[src/rtl/state_pkg.sv]
// Shared types and default constants for the player motion controller.
package state_pkg;

  typedef enum logic [1:0] {
    IDLE  = 2'd0,
    RIGHT = 2'd1,
    LEFT  = 2'd2
  } State;

  typedef enum logic [1:0] {
    V_GROUND = 2'd0,
    V_RISE   = 2'd1,
    V_FALL   = 2'd2
  } VState;

  localparam int unsigned SCREEN_W_DEF = 1024;
  localparam int unsigned Y_GROUND_DEF = 500;

endpackage

[src/rtl/tick_rise_detect.sv]
// Rising-edge detector for the frame tick; history resets high so a tick
// already asserted when reset releases does not count as an edge.
module tick_rise_detect (
  input  logic clk_i,
  input  logic rst_ni,
  input  logic tick_i,
  output logic rise_o
);

  logic tick_q;

  always_ff @(posedge clk_i or negedge rst_ni) begin
    if (!rst_ni) tick_q <= 1'b1;
    else         tick_q <= tick_i;
  end

  assign rise_o = tick_i & ~tick_q;

endmodule

[src/rtl/player_motion_ctl.sv]
// Per-frame player movement with screen limits, a button-controlled gate and
// configurable step. Define PLAYER_JUMP_EN to add the jump port and vertical FSM.
module player_motion_ctl
  import state_pkg::*;
#(
  parameter int unsigned POS_W       = 12,
  parameter int unsigned X_MIN       = 0,
  parameter int unsigned X_MAX       = SCREEN_W_DEF - 1,
  parameter int unsigned X_START     = 0,
  parameter int unsigned STEP        = 1,
  parameter int unsigned GATE_LO     = 300,
  parameter int unsigned GATE_HI     = 400,
  parameter int unsigned Y_GROUND    = Y_GROUND_DEF,
  parameter int unsigned JUMP_HEIGHT = 64,
  parameter int unsigned STEP_Y      = 4
) (
  input  logic             clk,
  input  logic             rst,
  input  logic             v_tick,
  input  logic             m_left,
  input  logic             m_right,
  input  logic             button_pressed,
`ifdef PLAYER_JUMP_EN
  input  logic             jump,
`endif
  output logic [POS_W-1:0] xpos_player,
  output logic [POS_W-1:0] ypos_player,
  output State             player_state
);

  // One extra bit keeps x+STEP from wrapping before the limit compare.
  localparam int unsigned EW = POS_W + 1;
  typedef logic [EW-1:0] ext_t;

  localparam ext_t XMIN_E = ext_t'(X_MIN);
  localparam ext_t XMAX_E = ext_t'(X_MAX);
  localparam ext_t STEP_E = ext_t'(STEP);
  localparam ext_t GLO_E  = ext_t'(GATE_LO);
  localparam ext_t GHI_E  = ext_t'(GATE_HI);

  logic frame_evt;

  tick_rise_detect u_tick (
    .clk_i  (clk),
    .rst_ni (rst),
    .tick_i (v_tick),
    .rise_o (frame_evt)
  );

  State             state_q, state_d;
  logic [POS_W-1:0] x_q, x_d;
  ext_t             x_e, right_e, left_e, cand_e;

  always_comb begin
    state_d = IDLE;
    x_e     = {1'b0, x_q};
    right_e = x_e + STEP_E;
    if (right_e > XMAX_E) right_e = XMAX_E;
    left_e  = (x_e < XMIN_E + STEP_E) ? XMIN_E : x_e - STEP_E;
    cand_e  = x_e;

    if (m_right && !m_left) begin
      state_d = RIGHT;
      cand_e  = right_e;
    end else if (m_left && !m_right) begin
      state_d = LEFT;
      cand_e  = left_e;
    end

    // Closed gate: frozen inside, and approaches snap onto the nearer edge.
    if (!button_pressed) begin
      if (x_e > GLO_E && x_e < GHI_E) begin
        cand_e = x_e;
      end else if (state_d == RIGHT && x_e <= GLO_E && cand_e > GLO_E) begin
        cand_e = GLO_E;
      end else if (state_d == LEFT && x_e >= GHI_E && cand_e < GHI_E) begin
        cand_e = GHI_E;
      end
    end

    x_d = POS_W'(cand_e);
  end

  always_ff @(posedge clk or negedge rst) begin
    if (!rst) begin
      x_q     <= POS_W'(X_START);
      state_q <= IDLE;
    end else if (frame_evt) begin
      x_q     <= x_d;
      state_q <= state_d;
    end
  end

  assign xpos_player  = x_q;
  assign player_state = state_q;

`ifdef PLAYER_JUMP_EN
  localparam ext_t YGND_E = ext_t'(Y_GROUND);
  localparam ext_t YTOP_E = ext_t'(Y_GROUND - JUMP_HEIGHT);
  localparam ext_t STPY_E = ext_t'(STEP_Y);

  VState            v_q, v_d;
  logic [POS_W-1:0] y_q, y_d;
  logic [7:0]       rise_cnt_q, rise_cnt_d;
  ext_t             y_e, y_n;

  always_comb begin
    v_d        = v_q;
    rise_cnt_d = rise_cnt_q;
    y_e        = {1'b0, y_q};
    y_n        = y_e;

    case (v_q)
      V_GROUND: begin
        if (jump) begin
          v_d        = V_RISE;
          rise_cnt_d = 8'd0;
        end
      end
      V_RISE: begin
        y_n        = (y_e < YTOP_E + STPY_E) ? YTOP_E : y_e - STPY_E;
        rise_cnt_d = rise_cnt_q + 8'd1;
        if (y_n == YTOP_E) v_d = V_FALL;
      end
      V_FALL: begin
        y_n = (y_e + STPY_E >= YGND_E) ? YGND_E : y_e + STPY_E;
        if (y_n == YGND_E) v_d = V_GROUND;
      end
      default: v_d = V_GROUND;
    endcase

    y_d = POS_W'(y_n);
  end

  always_ff @(posedge clk or negedge rst) begin
    if (!rst) begin
      v_q        <= V_GROUND;
      y_q        <= POS_W'(Y_GROUND);
      rise_cnt_q <= 8'd0;
    end else if (frame_evt) begin
      v_q        <= v_d;
      y_q        <= y_d;
      rise_cnt_q <= rise_cnt_d;
    end
  end

  assign ypos_player = y_q;
`else
  assign ypos_player = POS_W'(Y_GROUND);
`endif

endmodule

[config.mk]
export PLATFORM = sky130hd
export DESIGN_NAME = player_motion_ctl
export DESIGN_NICKNAME = d
export VERILOG_FILES = /design/src/rtl/state_pkg.sv /design/src/rtl/tick_rise_detect.sv /design/src/rtl/player_motion_ctl.sv
export SDC_FILE = /design/constraint.sdc
export NUM_CORES = 1
export LEC_CHECK = 0
export ABC_AREA = 0
export ABC_CLOCK_PERIOD_IN_PS = 8100
export BUFFER_PORTS_ARGS = -buffer_cell sky130_fd_sc_hd__buf_2
export CAP_MARGIN = 40
export CORE_AREA = 10 10 98 100
export CTS_CLUSTER_DIAMETER = 50
export DETAILED_ROUTE_END_ITERATION = 12
export DIE_AREA = 0 0 108 110
export PLACE_DENSITY_LB_ADDON = 0.05
export SLEW_MARGIN = 20
export SYNTH_ARGS = -nofsm -noshare
export SYNTH_HDL_FRONTEND = slang
export SYNTH_SLANG_ARGS = --single-unit
[constraint.sdc]
create_clock -name clk -period 8.1 [get_ports clk]
set_clock_uncertainty 0.1 [all_clocks]
set_input_delay 1.215 -clock clk [delete_from_list [all_inputs] [get_ports clk]]
set_output_delay 1.215 -clock clk [all_outputs]
set_load 0.03 [all_outputs]
# Word level (Yosys, flattened, before mapping)
# Index checks and enable logic that the tools add are counted.
# classes
n_addsub	2
magnitude_cmp	8
eq_ne	3
n_mux	10
bitwise	2
reduce_logical	10
# op_table
cell	n
13-bit two-way mux	4
12-bit two-way mux	4
12-bit by 1-bit adder with 13-bit output, second input constant	1
13-bit by 10-bit > comparator with 1-bit output, second input constant	1
13-bit by 9-bit > comparator with 1-bit output, second input constant	1
13-bit by 9-bit < comparator with 1-bit output, second input constant	1
12-bit by 1-bit subtractor with 13-bit output, second input constant	1
12-bit by 9-bit greater-or-equal comparator with 1-bit output, second input constant	1
12-bit by 9-bit > comparator with 1-bit output, second input constant	1
12-bit by 9-bit <= comparator with 1-bit output, second input constant	1
12-bit by 1-bit < comparator with 1-bit output, second input constant	1
12-bit by 9-bit < comparator with 1-bit output, second input constant	1
1-bit logical AND	7
2-bit two-way mux	2
2-bit by 1-bit == test with 1-bit output, second input constant	1
2-bit == test, second input constant	1
1-bit logical NOT	2
2-bit != test, second input constant	1
2-bit AND reduction	1
1-bit AND	1
1-bit NOT	1
# word_totals
regBits	15
input_bits	6
output_inout_bits	26
elab_cells	38

# Longest topological paths before layout
# Gate-level depths: netlist of the first run.
# logic_depth
depth_word	11
mapped_depth	11
depth_no_buf	10

# By module
# A second synthesis of the first run with hierarchy kept.
# hier_totals
cells_unflattened	267
area_unflattened_um2	2018.2
# by_module_without_submodules
mod	instances	cells_each	area_per_inst_um2	seq_area_each_um2
player_motion_ctl	1	265	1978.1	350.3
tick_rise_detect	1	2	40.0	26.3

# Worst setup path before layout of the first run
# No wires, ideal clock.
# synth_path
path_kind	in2reg
startpoint	in m_right
endpoint	reg x_q[0], in the netlist xpos_player[0]
setup_ns	0.145
arrival_ns	3.112
required_ns	7.855
path_slack_ns	4.743
path_stages	9
path_buffers	1
cell_sequence	or4b_4 buf_4 a2111oi_1 nor3_1 a31o_1 nand3_1 a21oi_1 a211oi_4 o32ai_1
# synth_via
elab_chain_cells	11
elab_cells_between_ends	19
classes_between	2 x order compare; 2 x eq/ne; 8 x mux; 7 x reduce/logical
# synth_rtl
element	line_no	rtl
start, declared	player_motion_ctl.sv:21	input logic m_right,
parallel branches: the longest is 10 deep, another holds 13-bit by 9-bit < comparator with 1-bit output	--	
12-bit two-way mux *	player_motion_ctl.sv:71	if (!button_pressed) begin
end signal, assigned	player_motion_ctl.sv:86	x_q <= POS_W'(X_START);
end, declared	player_motion_ctl.sv:51	logic [POS_W-1:0] x_q, x_d;
# Mark *: on every way between the ends. The select of a mux whose other input is x is not followed.
# A chain may end at the register's enable or synchronous reset.

# Worst setup path after layout of the first run
# layout_path
startpoint	reg x_q[1], in the netlist xpos_player[1]
endpoint	reg x_q[0], in the netlist xpos_player[0]
# layout_via
elab_chain_cells	10
elab_cells_between_ends	25
classes_between	2 x add/sub; 8 x order compare; 1 x eq/ne; 8 x mux; 6 x reduce/logical
# layout_rtl
element	line_no	rtl
12-bit by 1-bit adder with 13-bit output (tied with other cells)	player_motion_ctl.sv:57	right_e = x_e + STEP_E;
13-bit by 10-bit > comparator with 1-bit output / 13-bit two-way mux (equally long branches)	player_motion_ctl.sv:58, player_motion_ctl.sv:59	
13-bit two-way mux (on tied branches)	player_motion_ctl.sv:58, player_motion_ctl.sv:65	
13-bit two-way mux	player_motion_ctl.sv:62	if (m_right && !m_left) begin
13-bit by 9-bit < comparator with 1-bit output	player_motion_ctl.sv:76	end else if (state_d == LEFT && x_e >= GHI_E && cand_e < GHI_E) begin
1-bit logical AND	player_motion_ctl.sv:76	
12-bit two-way mux	player_motion_ctl.sv:76	
12-bit two-way mux	player_motion_ctl.sv:74	end else if (state_d == RIGHT && x_e <= GLO_E && cand_e > GLO_E) begin
12-bit two-way mux	player_motion_ctl.sv:72	if (x_e > GLO_E && x_e < GHI_E) begin
12-bit two-way mux	player_motion_ctl.sv:71	
# Several ways; a longest one is shown, not always the timed one. The select of a mux whose other input is x is not followed.

==> run_results.csv, run 1 <==
group,metric,value,unit
sta,timing.fmax,285,MHz
logic_synthesis,ys_seq_area_share,20.1,%
clocking,clk_latency,260,ps
clocking,cts_max_level,1,
route,first_iter_violations,104,
worst_setup_path,start_kind,"flop",
route,wl_per_cell,18.6,um
logic_synthesis,yosysMostFrequentCell,"nor2_1",
placement,dp_hpwl,4.84,mm
status,outcome,"finished clean",
logic_synthesis,synth_edf_count,0,
min_path,min_from,"player_state[1]$_DFFE_PN0P_",
route,drcViolationCount,0,
global_routing,grt_pass1_vias,1769,
finish,layout-drive-gt1-share,19.3,%
clocking,cts.path.max_buffers,2,
sta,fin_crit,3510,ps
worst_setup_path,crit_required,8110,ps
sta,grt_setup_unrepaired,"false",
power,ir_drop,103,uV
sta,setup-violations-final,0,
clocking,cts_resized,0,
min_path,hold_class,"flop to flop",
logic_synthesis,async_flop_share,100,%
sta,setup_slack,4590,ps
sta,slew-limit-headroom,52.6,%
finish,n_fill_cell,832,
placement,io_buffers,19,
worst_setup_path,cp_cell_sequence,"ha_1, nand3_1, o31a_1, or4_1, o21ai_2, o21ai_2, a31o_1, a211oi_4, o32ai_1",
sta,fin_setup_tns,0,ps
floorplanning,num_rows,32,
logic_synthesis,synth_cells,231,
clocking,numCtsBuffers,3,
logic_synthesis,avgSynthCellArea,8.10,sq um
placement,place_congestion,0.748,
worst_setup_path,crit_slowest_cell,"or4_1",
logic_synthesis,synth_common_cells,"nor2_1 (19), nand2_1 (15), dfrtp_1 (14)",
clocking,cts_hold_buffers,0,
route,dr.pass1.iters,4,
finish,final_nets,249,
floorplanning,dieWidth,108,um
run,maxCapViolCount,0,
min_path,worstHoldPathCells,2,
logic_synthesis,netlist.area_leader.share,18.7,%
worst_setup_path,path_delay_family,"compound AO/OA/AOI/OAI gates",
global_routing,grt_max_degree,20,
global_routing,antenna_found_initial,0,
power,leakage,0.761,nW
global_routing,grt_pass1_wl,10.2,mm
logic_synthesis,ys.flop_type,"dfrtp_1",
sta,min_period_over_period,43.3,%
worst_setup_path,regToRegEndpoint,"xpos_player[0]$_DFFE_PN0P_",
worst_setup_path,r2r-start,"xpos_player[1]$_DFFE_PN0P_",
min_path,hold-path-endpoint,"player_state[1]$_DFFE_PN0P_",
power,power_density,286,mW/mm^2
route,vias,1793,
finish,diodes,0,
worst_setup_path,cp_data_arrival_time,3520,ps
worst_setup_path,cp_max_fo,9,
floorplanning,die_area,0.0119,sq mm
finish,fin_cells,340,
logic_synthesis,yosysWarningCount,0,
logic_synthesis,yosys-top-cells-area,"dfrtp_1 (19%), buf_4 (5.2%), nor2_1 (3.8%)",
worst_setup_path,rr_worst_depth,9,
clocking,postCtsSetupBuffers,0,
worst_setup_path,criticalPathCategory,"flop to flop",
route,viasPerCell,5.27,
floorplanning,die_y,110,um
placement,dp.cells,336,
floorplanning,start_util,24.5,%
floorplanning,design.core.area,0.00765,sq mm
clocking,cts_tree,"yes",
clocking,clk_pin_slew,70,ps
placement,place_worst_setup_slack,4300,ps
sta,slew_viol_final,0,
worst_setup_path,end_kind,"flop",
global_routing,track_usage,10.8,%
logic_synthesis,synth_top_area_cell,"dfrtp_1",
worst_setup_path,crit_buf_inv,0,
clocking,clockRootBuffer,"clkbuf_8",
route,wirelength,6.31,mm
worst_setup_path,critPathMaxStageDelay,710,ps
logic_synthesis,ys_ff_latch,15,
logic_synthesis,synth_area,0.00187,sq mm
floorplanning,num_io_pins,32,
route,ant_nets,0,
worst_setup_path,cpMostUsedCell,"o21ai_2",
sta,tightest_slew,711,ps
logic_synthesis,synth_cell_types,69,
clocking,cts.sinks,15,
worst_setup_path,r2r_slack,4590,ps
global_routing,grt.overflow.total,0,
finish,synthToLayoutAreaGrowth,7.89,%
sta,hold_viol_final,0,
## where the power goes
group	leakage, nW	switching [mW]	internal [mW]	total (mW)
registers	0.181	0.0749	0.0944	0.169
clock network	0.0255	0.0326	0.0343	0.0668
logic	0.554	0.219	0.121	0.341
total	0.761	0.327	0.250	0.577
## worst min-delay path, cell delays in order (launching register included)
cell     delay (ps)
dfrtp_1         340
nand2_1          40
o21ai_0          60
## registers in the layout, indices dropped and copies added, names as in the netlist
signal,flops
xpos_player,12
u_tick.tick_q,1
player_state,2
## how the worst max path moves through the flow
stage	from	endpoint	slack, ps	depth (start not counted)
after detailed placement	m_left	xpos_player[0]$_DFFE_PN0P_	4300	9
after floorplan	m_right	xpos_player[0]$_DFFE_PN0P_	4740	9
after global routing	xpos_player[1]$_DFFE_PN0P_	xpos_player[0]$_DFFE_PN0P_	4350	9
after CTS	m_left	xpos_player[0]$_DFFE_PN0P_	4560	9
after global placement	m_left	xpos_player[0]$_DFFE_PN0P_	4230	9
final	xpos_player[1]$_DFFE_PN0P_	xpos_player[0]$_DFFE_PN0P_	4590	9
## layout make-up
cell class	instances	area (sq um)	area share [%]
clock inverter	1	5.00	0.248
tap	102	128	6.32
inverter	6	22.5	1.12
timing repair buffer	22	115	5.70
sequential	15	377	18.7
multi-input combinational	191	1330	65.9
clock buffer	3	41.3	2.05
## metal layers
metal	global-route usage, %	routed length (um)	vias up
met5	0	0	-
met4	3.15	119	0
met3	2.44	306	11
met2	16.7	2830	46
met1	14.8	3060	877
li1	-	-	859
## cells by family (layout without fill, tap and decap cells)
| logic type | Yosys count | count (layout) | share of synthesized area, % |
|---|---|---|---|
| AND/OR/NAND/NOR | 90 | 90 | 28.1 |
| AO/OA/AOI/OAI | 71 | 71 | 31.2 |
| buffers and inverters | 35 | 32 | 10.8 |
| flip-flops | 15 | 15 | 20.1 |
| XOR/XNOR | 13 | 13 | 6.09 |
| adder cells (fa/ha/maj) | 4 | 4 | 2.68 |
| other | 2 | 12 | 0.401 |
| multiplexers | 1 | 1 | 0.602 |
## cells in the final DEF (no fill, tap or decap), drive strengths merged, types with 3 or more instances in the layout
cell	Yosys	routed
nand2b	3	3
o31ai	7	7
xor2	7	7
ha	4	4
or3	5	5
o41ai	3	3
dfrtp	14	14
o22a	3	3
a31o	3	3
clkbuf	9	3
nor2b	4	4
a21oi	10	10
o31a	3	3
buf	20	22
nand2	15	15
a211oi	4	4
inv	6	6
nor3	10	10
nand3	10	10
nor2	19	19
nor4	8	8
xnor2	6	6
conb	2	12
a31oi	4	4
o21ai	17	17
## stage by stage
| stage | hold slack [ps] | utilization (%) | cell area (sq um) | power (mW) |
|---|---|---|---|---|
| floorplan | 550 | - | 1910 | 0.423 |
| global placement | 369 | 25.6 | 1960 | 0.525 |
| detailed placement | 369 | 25.8 | 1970 | 0.516 |
| CTS | 388 | 26.4 | 2020 | 0.584 |
| global route | 426 | 26.4 | 2020 | 0.625 |
| finish | 381 | 26.4 | 2020 | 0.577 |
(Power assumes the default switching activity.)
==> run 2: changes to the inputs <==
--- a/config.mk
+++ b/config.mk
@@ -5,14 +5,14 @@
 export SDC_FILE = /design/constraint.sdc
 export NUM_CORES = 1
 export LEC_CHECK = 0
-export ABC_AREA = 0
-export ABC_CLOCK_PERIOD_IN_PS = 8100
+export ABC_AREA = 1
+export ABC_CLOCK_PERIOD_IN_PS = 3200
 export BUFFER_PORTS_ARGS = -buffer_cell sky130_fd_sc_hd__buf_2
 export CAP_MARGIN = 40
-export CORE_AREA = 10 10 98 100
+export CORE_AREA = 10 10 96 98
 export CTS_CLUSTER_DIAMETER = 50
 export DETAILED_ROUTE_END_ITERATION = 12
-export DIE_AREA = 0 0 108 110
+export DIE_AREA = 0 0 106 108
 export PLACE_DENSITY_LB_ADDON = 0.05
 export SLEW_MARGIN = 20
 export SYNTH_ARGS = -nofsm -noshare
==> constraint.sdc (replaced) <==
create_clock -name clk -period 3.2 [get_ports clk]
set_clock_uncertainty 0.1 [all_clocks]
set_input_delay 0.48 -clock clk [delete_from_list [all_inputs] [get_ports clk]]
set_output_delay 0.48 -clock clk [all_outputs]
set_load 0.03 [all_outputs]
==> run 2 against run 1 <==
Compared with the run above: sequential power is 140% higher; power rose to 3.1 times the previous value; clock-buffer cell count unchanged; sequential share of layout area shrank 0.19 points; critical path type unchanged; critical endpoint unchanged; largest cell class unchanged; highest routed layer unchanged.
==> run_results.csv, run 2 <==
group,metric,value,unit
worst_setup_path,crit_slowest_cell,"dfrtp_1",
route,wl_per_cell,15.0,um
power,power_density,861,mW/mm^2
sta,setup-violations-final,0,
worst_setup_path,cp_max_fo,10,
logic_synthesis,avgSynthCellArea,5.86,sq um
sta,min_period_over_period,88.6,%
status,outcome,"finished clean",
floorplanning,die_y,108,um
clocking,numCtsBuffers,3,
floorplanning,num_io_pins,32,
logic_synthesis,synth_cell_types,36,
logic_synthesis,ys_ff_latch,15,
placement,dp_hpwl,5.35,mm
clocking,cts_max_level,1,
route,viasPerCell,4.53,
route,dr.pass1.iters,5,
route,wirelength,6.46,mm
clocking,cts_tree,"yes",
worst_setup_path,crit_required,3220,ps
worst_setup_path,start_kind,"flop",
sta,fin_setup_tns,0,ps
clocking,cts_hold_buffers,0,
logic_synthesis,synth_edf_count,0,
logic_synthesis,yosys-top-cells-area,"dfrtp_1 (19%), nand2_1 (17%), nor2_1 (9.4%)",
worst_setup_path,path_delay_family,"simple AND/OR/NAND/NOR gates",
global_routing,grt_util_met2,18.8,%
clocking,postCtsSetupBuffers,0,
finish,final_common_cell,"nand2_1",
clocking,cts.sinks,15,
finish,finish.instance_area,0.00205,sq mm
worst_setup_path,cp_data_arrival_time,2860,ps
logic_synthesis,ys.flop_type,"dfrtp_1",
worst_setup_path,end_kind,"flop",
clocking,cts.path.max_buffers,2,
worst_setup_path,cpMostUsedCell,"nand3_1",
run,maxCapViolCount,0,
finish,layout-drive-gt1-share,16.2,%
sta,grt_setup_unrepaired,"false",
floorplanning,start_util,24.2,%
finish,finish.utilization,27.5,%
finish,layout_common_cells,"nand2_1 (82), nor2_1 (45), inv_1 (35)",
route,ant_nets,0,
worst_setup_path,cp_cell_sequence,"inv_2, ha_1, inv_1, nor2_1, nand3_1, nor2_1, nand2_1, nor2_1, nand4_2, nand3_1, nand2_1, o21ai_0, nand3_1, nand2_1, nand2_4, nand3_1, o21ai_0",
finish,fin_cells,430,
logic_synthesis,synth_cells,307,
worst_setup_path,critPathMaxStageDelay,420,ps
logic_synthesis,synth_area,0.00180,sq mm
sta,timing.fmax,353,MHz
logic_synthesis,synth_top_area_cell,"dfrtp_1",
global_routing,grt_pass1_vias,1908,
logic_synthesis,async_flop_share,100,%
logic_synthesis,synth_common_cells,"nand2_1 (82), nor2_1 (45), inv_1 (35)",
sta,fin_crit,2840,ps
global_routing,grt_pass1_wl,10.2,mm
finish,synthToLayoutAreaGrowth,13.7,%
global_routing,use_met3,1.49,%
clocking,clockRootBuffer,"clkbuf_8",
route,first_iter_violations,147,
min_path,hold_class,"input port to asynchronous set/reset pin",
placement,postPlaceCellArea,0.00200,sq mm
floorplanning,dieWidth,106,um
floorplanning,num_rows,32,
power,leakage,1.03,nW
clocking,clk_latency,250,ps
finish,largest_reg_flops,12,
placement,io_buffers,19,
global_routing,grt_util_met1,14.6,%
sta,slew_viol_final,0,
global_routing,busiest_layer,"met2",
global_routing,antenna_found_initial,0,
power,total_power,1.76,mW
power,ir_drop,377,uV
placement,place_congestion,0.836,
logic_synthesis,ys_seq_area_share,20.9,%
logic_synthesis,yosysMostFrequentCell,"nand2_1",
global_routing,grt.overflow.total,0,
global_routing,grt_max_degree,16,
finish,diodes,0,
finish,final_nets,339,
route,vias,1946,
global_routing,track_usage,11.1,%
placement,dp.cells,426,
floorplanning,die_area,0.0114,sq mm
worst_setup_path,criticalPathCategory,"flop to flop",
worst_setup_path,crit_buf_inv,2,
floorplanning,design.core.area,0.00745,sq mm
logic_synthesis,netlist.area_leader.share,19.5,%
logic_synthesis,yosysWarningCount,0,
clocking,clk_pin_slew,70,ps
route,drcViolationCount,0,
finish,n_fill_cell,906,
sta,hold_viol_final,0,
==> run 2: changes by cell type after synthesis, sizes merged, moves of 6 or more <==
cell / before / now
inv: 6 / 37
nand2: 15 / 86
nand3: 10 / 31
nor2: 19 / 50
nor4: 8 / 2
o31ai: 7 / 1
xnor2: 6 / 0
==> run 2: through the flow <==
stage          hold WS (ps)  setup slack (ps)
5_1_grt                57.0              76.2
3_3_place_gp            329               196
6_report               34.1               363
2_1_floorplan          84.4               623
3_5_place_dp            331               307
4_1_cts                44.6               333
==> run 2: path summary, 6_finish.rpt <==
kind | from | endpoint | slack, ps | depth (start not counted)
max in group asynchronous | rst | u_tick.tick_q$_DFF_PN1_ | 2660 | 1
max reg2reg | xpos_player[0]$_DFFE_PN0P_ | xpos_player[0]$_DFFE_PN0P_ | 360 | 17
min | rst | player_state[0]$_DFFE_PN0P_ | 30 | 1
min reg2reg | player_state[0]$_DFFE_PN0P_ | player_state[0]$_DFFE_PN0P_ | 380 | 2
min in group clk | v_tick | u_tick.tick_q$_DFF_PN1_ | 230 | 1
max | xpos_player[0]$_DFFE_PN0P_ | xpos_player[0]$_DFFE_PN0P_ | 360 | 17
==> run 2: repair_timing <==
item                                    in CTS  in global routing
hold endpoints to repair                     0                  0
endpoints found under the setup margin       0                  1
gates resized for setup                      0                  1
==> run 2: logic make-up after synthesis <==
family                     after synthesis  synth area share (%)
DFF                                     15                  20.9
adders and majority gates                4                  2.78
xor gates and xnor gates                 5                  2.43
other                                    2                 0.417
and+or+nand+nor                        185                  46.4
AOI/OAI and AO/OA                       36                  11.5
buffers and inverters                   60                  15.5
==> run 2: routing by layer <==
layer	routed length, um	vias to the layer above	share of wire (%)
met5	0	-	0
met4	112	0	1.7
met3	279	8	4.3
met2	3030	54	47
met1	3040	891	47
li1	-	993	-
==> run 2: cell type report <==
type | instances | area, sq um | area share, %
clock buffer | 3 | 41.3 | 2.02
clock inverter | 1 | 5.00 | 0.245
inverter | 38 | 143 | 6.97
multi-input combinational | 242 | 1180 | 57.7
sequential | 15 | 378 | 18.5
tap | 102 | 128 | 6.24
timing repair buffer | 29 | 170 | 8.32
==> run 2: report_power, final <==
group | switching [mW] | leakage (nW) | total [mW] | internal (mW)
sequential | 0.145 | 0.184 | 0.400 | 0.255
combinational | 0.829 | 0.821 | 1.20 | 0.369
clock | 0.0769 | 0.0255 | 0.163 | 0.0865
==> run 3: changes to the inputs <==
--- a/config.mk
+++ b/config.mk
@@ -5,14 +5,14 @@
 export SDC_FILE = /design/constraint.sdc
 export NUM_CORES = 1
 export LEC_CHECK = 0
-export ABC_AREA = 1
+export ABC_AREA = 0
 export ABC_CLOCK_PERIOD_IN_PS = 3200
 export BUFFER_PORTS_ARGS = -buffer_cell sky130_fd_sc_hd__buf_2
 export CAP_MARGIN = 40
-export CORE_AREA = 10 10 96 98
+export CORE_AREA = 10 10 98 100
 export CTS_CLUSTER_DIAMETER = 50
 export DETAILED_ROUTE_END_ITERATION = 12
-export DIE_AREA = 0 0 106 108
+export DIE_AREA = 0 0 108 110
 export PLACE_DENSITY_LB_ADDON = 0.05
 export SLEW_MARGIN = 20
 export SYNTH_ARGS = -nofsm -noshare
==> run 3 against run 2 <==
Compared with the run above: sequential share of layout area fell by 1.4 points; combinational power down 7%; sequential power shrank 22%; flip-flop and latch count did not move; via count fell by 3.4%; register-to-register slack worse by 230 ps; cell count is 15% lower; worst setup slack worse by 230 ps; highest routed layer unchanged.
==> run_results.csv, run 3 (synthesized netlist as in run 1, its figures left out) <==
group,metric,value,unit
status,outcome,"finished clean",
route,wirelength,6.99,mm
floorplanning,design.core.area,0.00765,sq mm
run,maxCapViolCount,0,
clocking,numCtsBuffers,3,
worst_setup_path,start_kind,"flop",
clocking,cts_resized,0,
placement,dp_hpwl,5.63,mm
placement,place_congestion,0.742,
route,vias,1880,
global_routing,grt.overflow.total,0,
finish,synthToLayoutAreaGrowth,18.0,%
power,seqPwrFrac,19.7,%
sta,slew_viol_final,0,
sta,setup-violations-final,0,
min_path,hold_class,"input port to asynchronous set/reset pin",
worst_setup_path,cp_max_fo,7,
floorplanning,dieWidth,108,um
finish,layout-drive-gt1-share,26.6,%
route,drcViolationCount,0,
clocking,postCtsSetupBuffers,0,
power,leakage,0.880,nW
power,clockPowerShare,10.5,%
clocking,cts.path.max_buffers,2,
global_routing,grt_pass1_vias,1852,
floorplanning,die_y,110,um
finish,layout_common_cells,"buf_4 (28), nor2_1 (19), buf_2 (19)",
worst_setup_path,crit_required,3240,ps
power,ir_drop,262,uV
global_routing,grt_pass1_wl,11.0,mm
worst_setup_path,r2r-start,"xpos_player[7]$_DFFE_PN0P_",
placement,io_buffers,19,
worst_setup_path,end_kind,"flop",
sta,timing.fmax,326,MHz
clocking,cts.sinks,15,
power,switching_power,0.864,mW
worst_setup_path,criticalPathCategory,"flop to flop",
sta,min_period_over_period,95.7,%
clocking,cts_hold_buffers,0,
sta,fin_crit,3060,ps
power,p_int,0.724,mW
finish,diodes,0,
clocking,cts_max_level,1,
finish,final_nets,274,
floorplanning,die_area,0.0119,sq mm
clocking,clk_latency,250,ps
global_routing,track_usage,12.0,%
floorplanning,num_io_pins,32,
power,switching_share,54.4,%
floorplanning,num_rows,32,
finish,n_fill_cell,861,
finish,largest_reg_flops,12,
sta,hold_viol_final,0,
route,dr.pass1.iters,6,
route,wl_per_cell,19.1,um
sta,tightest_slew,561,ps
power,combPwrFrac,69.8,%
route,viasPerCell,5.15,
clocking,clockRootBuffer,"clkbuf_8",
global_routing,antenna_found_initial,0,
route,ant_nets,0,
finish,final_common_cell,"buf_4",
sta,grt_setup_unrepaired,"false",
worst_setup_path,worstSetupStartpoint,"xpos_player[7]$_DFFE_PN0P_",
clocking,clk_pin_slew,70,ps
sta,slew-limit-headroom,62.6,%
worst_setup_path,cp_data_arrival_time,3110,ps
route,first_iter_violations,123,
clocking,cts_tree,"yes",
power,total_power,1.59,mW
power,power_density,720,mW/mm^2
sta,fin_setup_tns,0,ps
floorplanning,start_util,24.5,%
worst_setup_path,r2r_slack,140,ps
global_routing,grt_max_degree,16,
run 3: power by group through the flow:
stage / logic, mW / registers, mW / clock network [mW]
floorplan: 0.662 / 0.410 / 0
finish: 1.11 / 0.314 / 0.167
global placement: 1.14 / 0.324 / 0
detailed placement: 1.12 / 0.318 / 0
CTS: 1.12 / 0.315 / 0.175
global route: 1.22 / 0.321 / 0.179
run 3: per-layer routing:
| metal | vias to the layer above | GRT usage (%) | part of all wire [%] |
|---|---|---|---|
| met2 | 62 | 19.7 | 48 |
| li1 | 908 | - | - |
| met3 | 2 | 2.26 | 6.5 |
| met4 | 0 | 2.00 | 0.57 |
| met5 | - | 0 | 0 |
| met1 | 908 | 16.1 | 45 |
run 3: layout make-up:
class	instances	area, sq um	area share, %
clock buffers	4	45.0	2.04
inverters	6	22.5	1.02
multi-input cells	191	1330	60.3
flip-flops and latches	15	377	17.1
well taps	102	128	5.78
repair buffers	47	305	13.8
run 3: metrics by stage:
step,utilization (%),instance area (sq um),hold slack [ps],std cells,setup slack (ps)
2_1_floorplan,-,1910,84.4,241,123
3_3_place_gp,28.3,2160,335,361,206
3_5_place_dp,28.3,2160,337,361,151
4_1_cts,28.9,2210,57.1,365,135
5_1_grt,28.9,2210,69.5,365,17.6
6_report,28.9,2210,49.5,365,137
run 3: final timing paths:
check | to | cells past startpoint
setup / recovery | xpos_player[2]$_DFFE_PN0P_ | 8
hold / removal | xpos_player[8]$_DFFE_PN0P_ | 1
setup reg to reg | xpos_player[2]$_DFFE_PN0P_ | 8
hold reg to reg | player_state[0]$_DFFE_PN0P_ | 2
max in group asynchronous | u_tick.tick_q$_DFF_PN1_ | 1
min in group clk | u_tick.tick_q$_DFF_PN1_ | 1
run 3: critical path, stage by stage, from the launching register on:
cell and delay (ps):
dfrtp_1 460, or4_1 760, or2_4 360, or3_4 350, a21oi_2 190, o211ai_1 160
a31oi_4 320, nor2_1 90, o22a_1 170
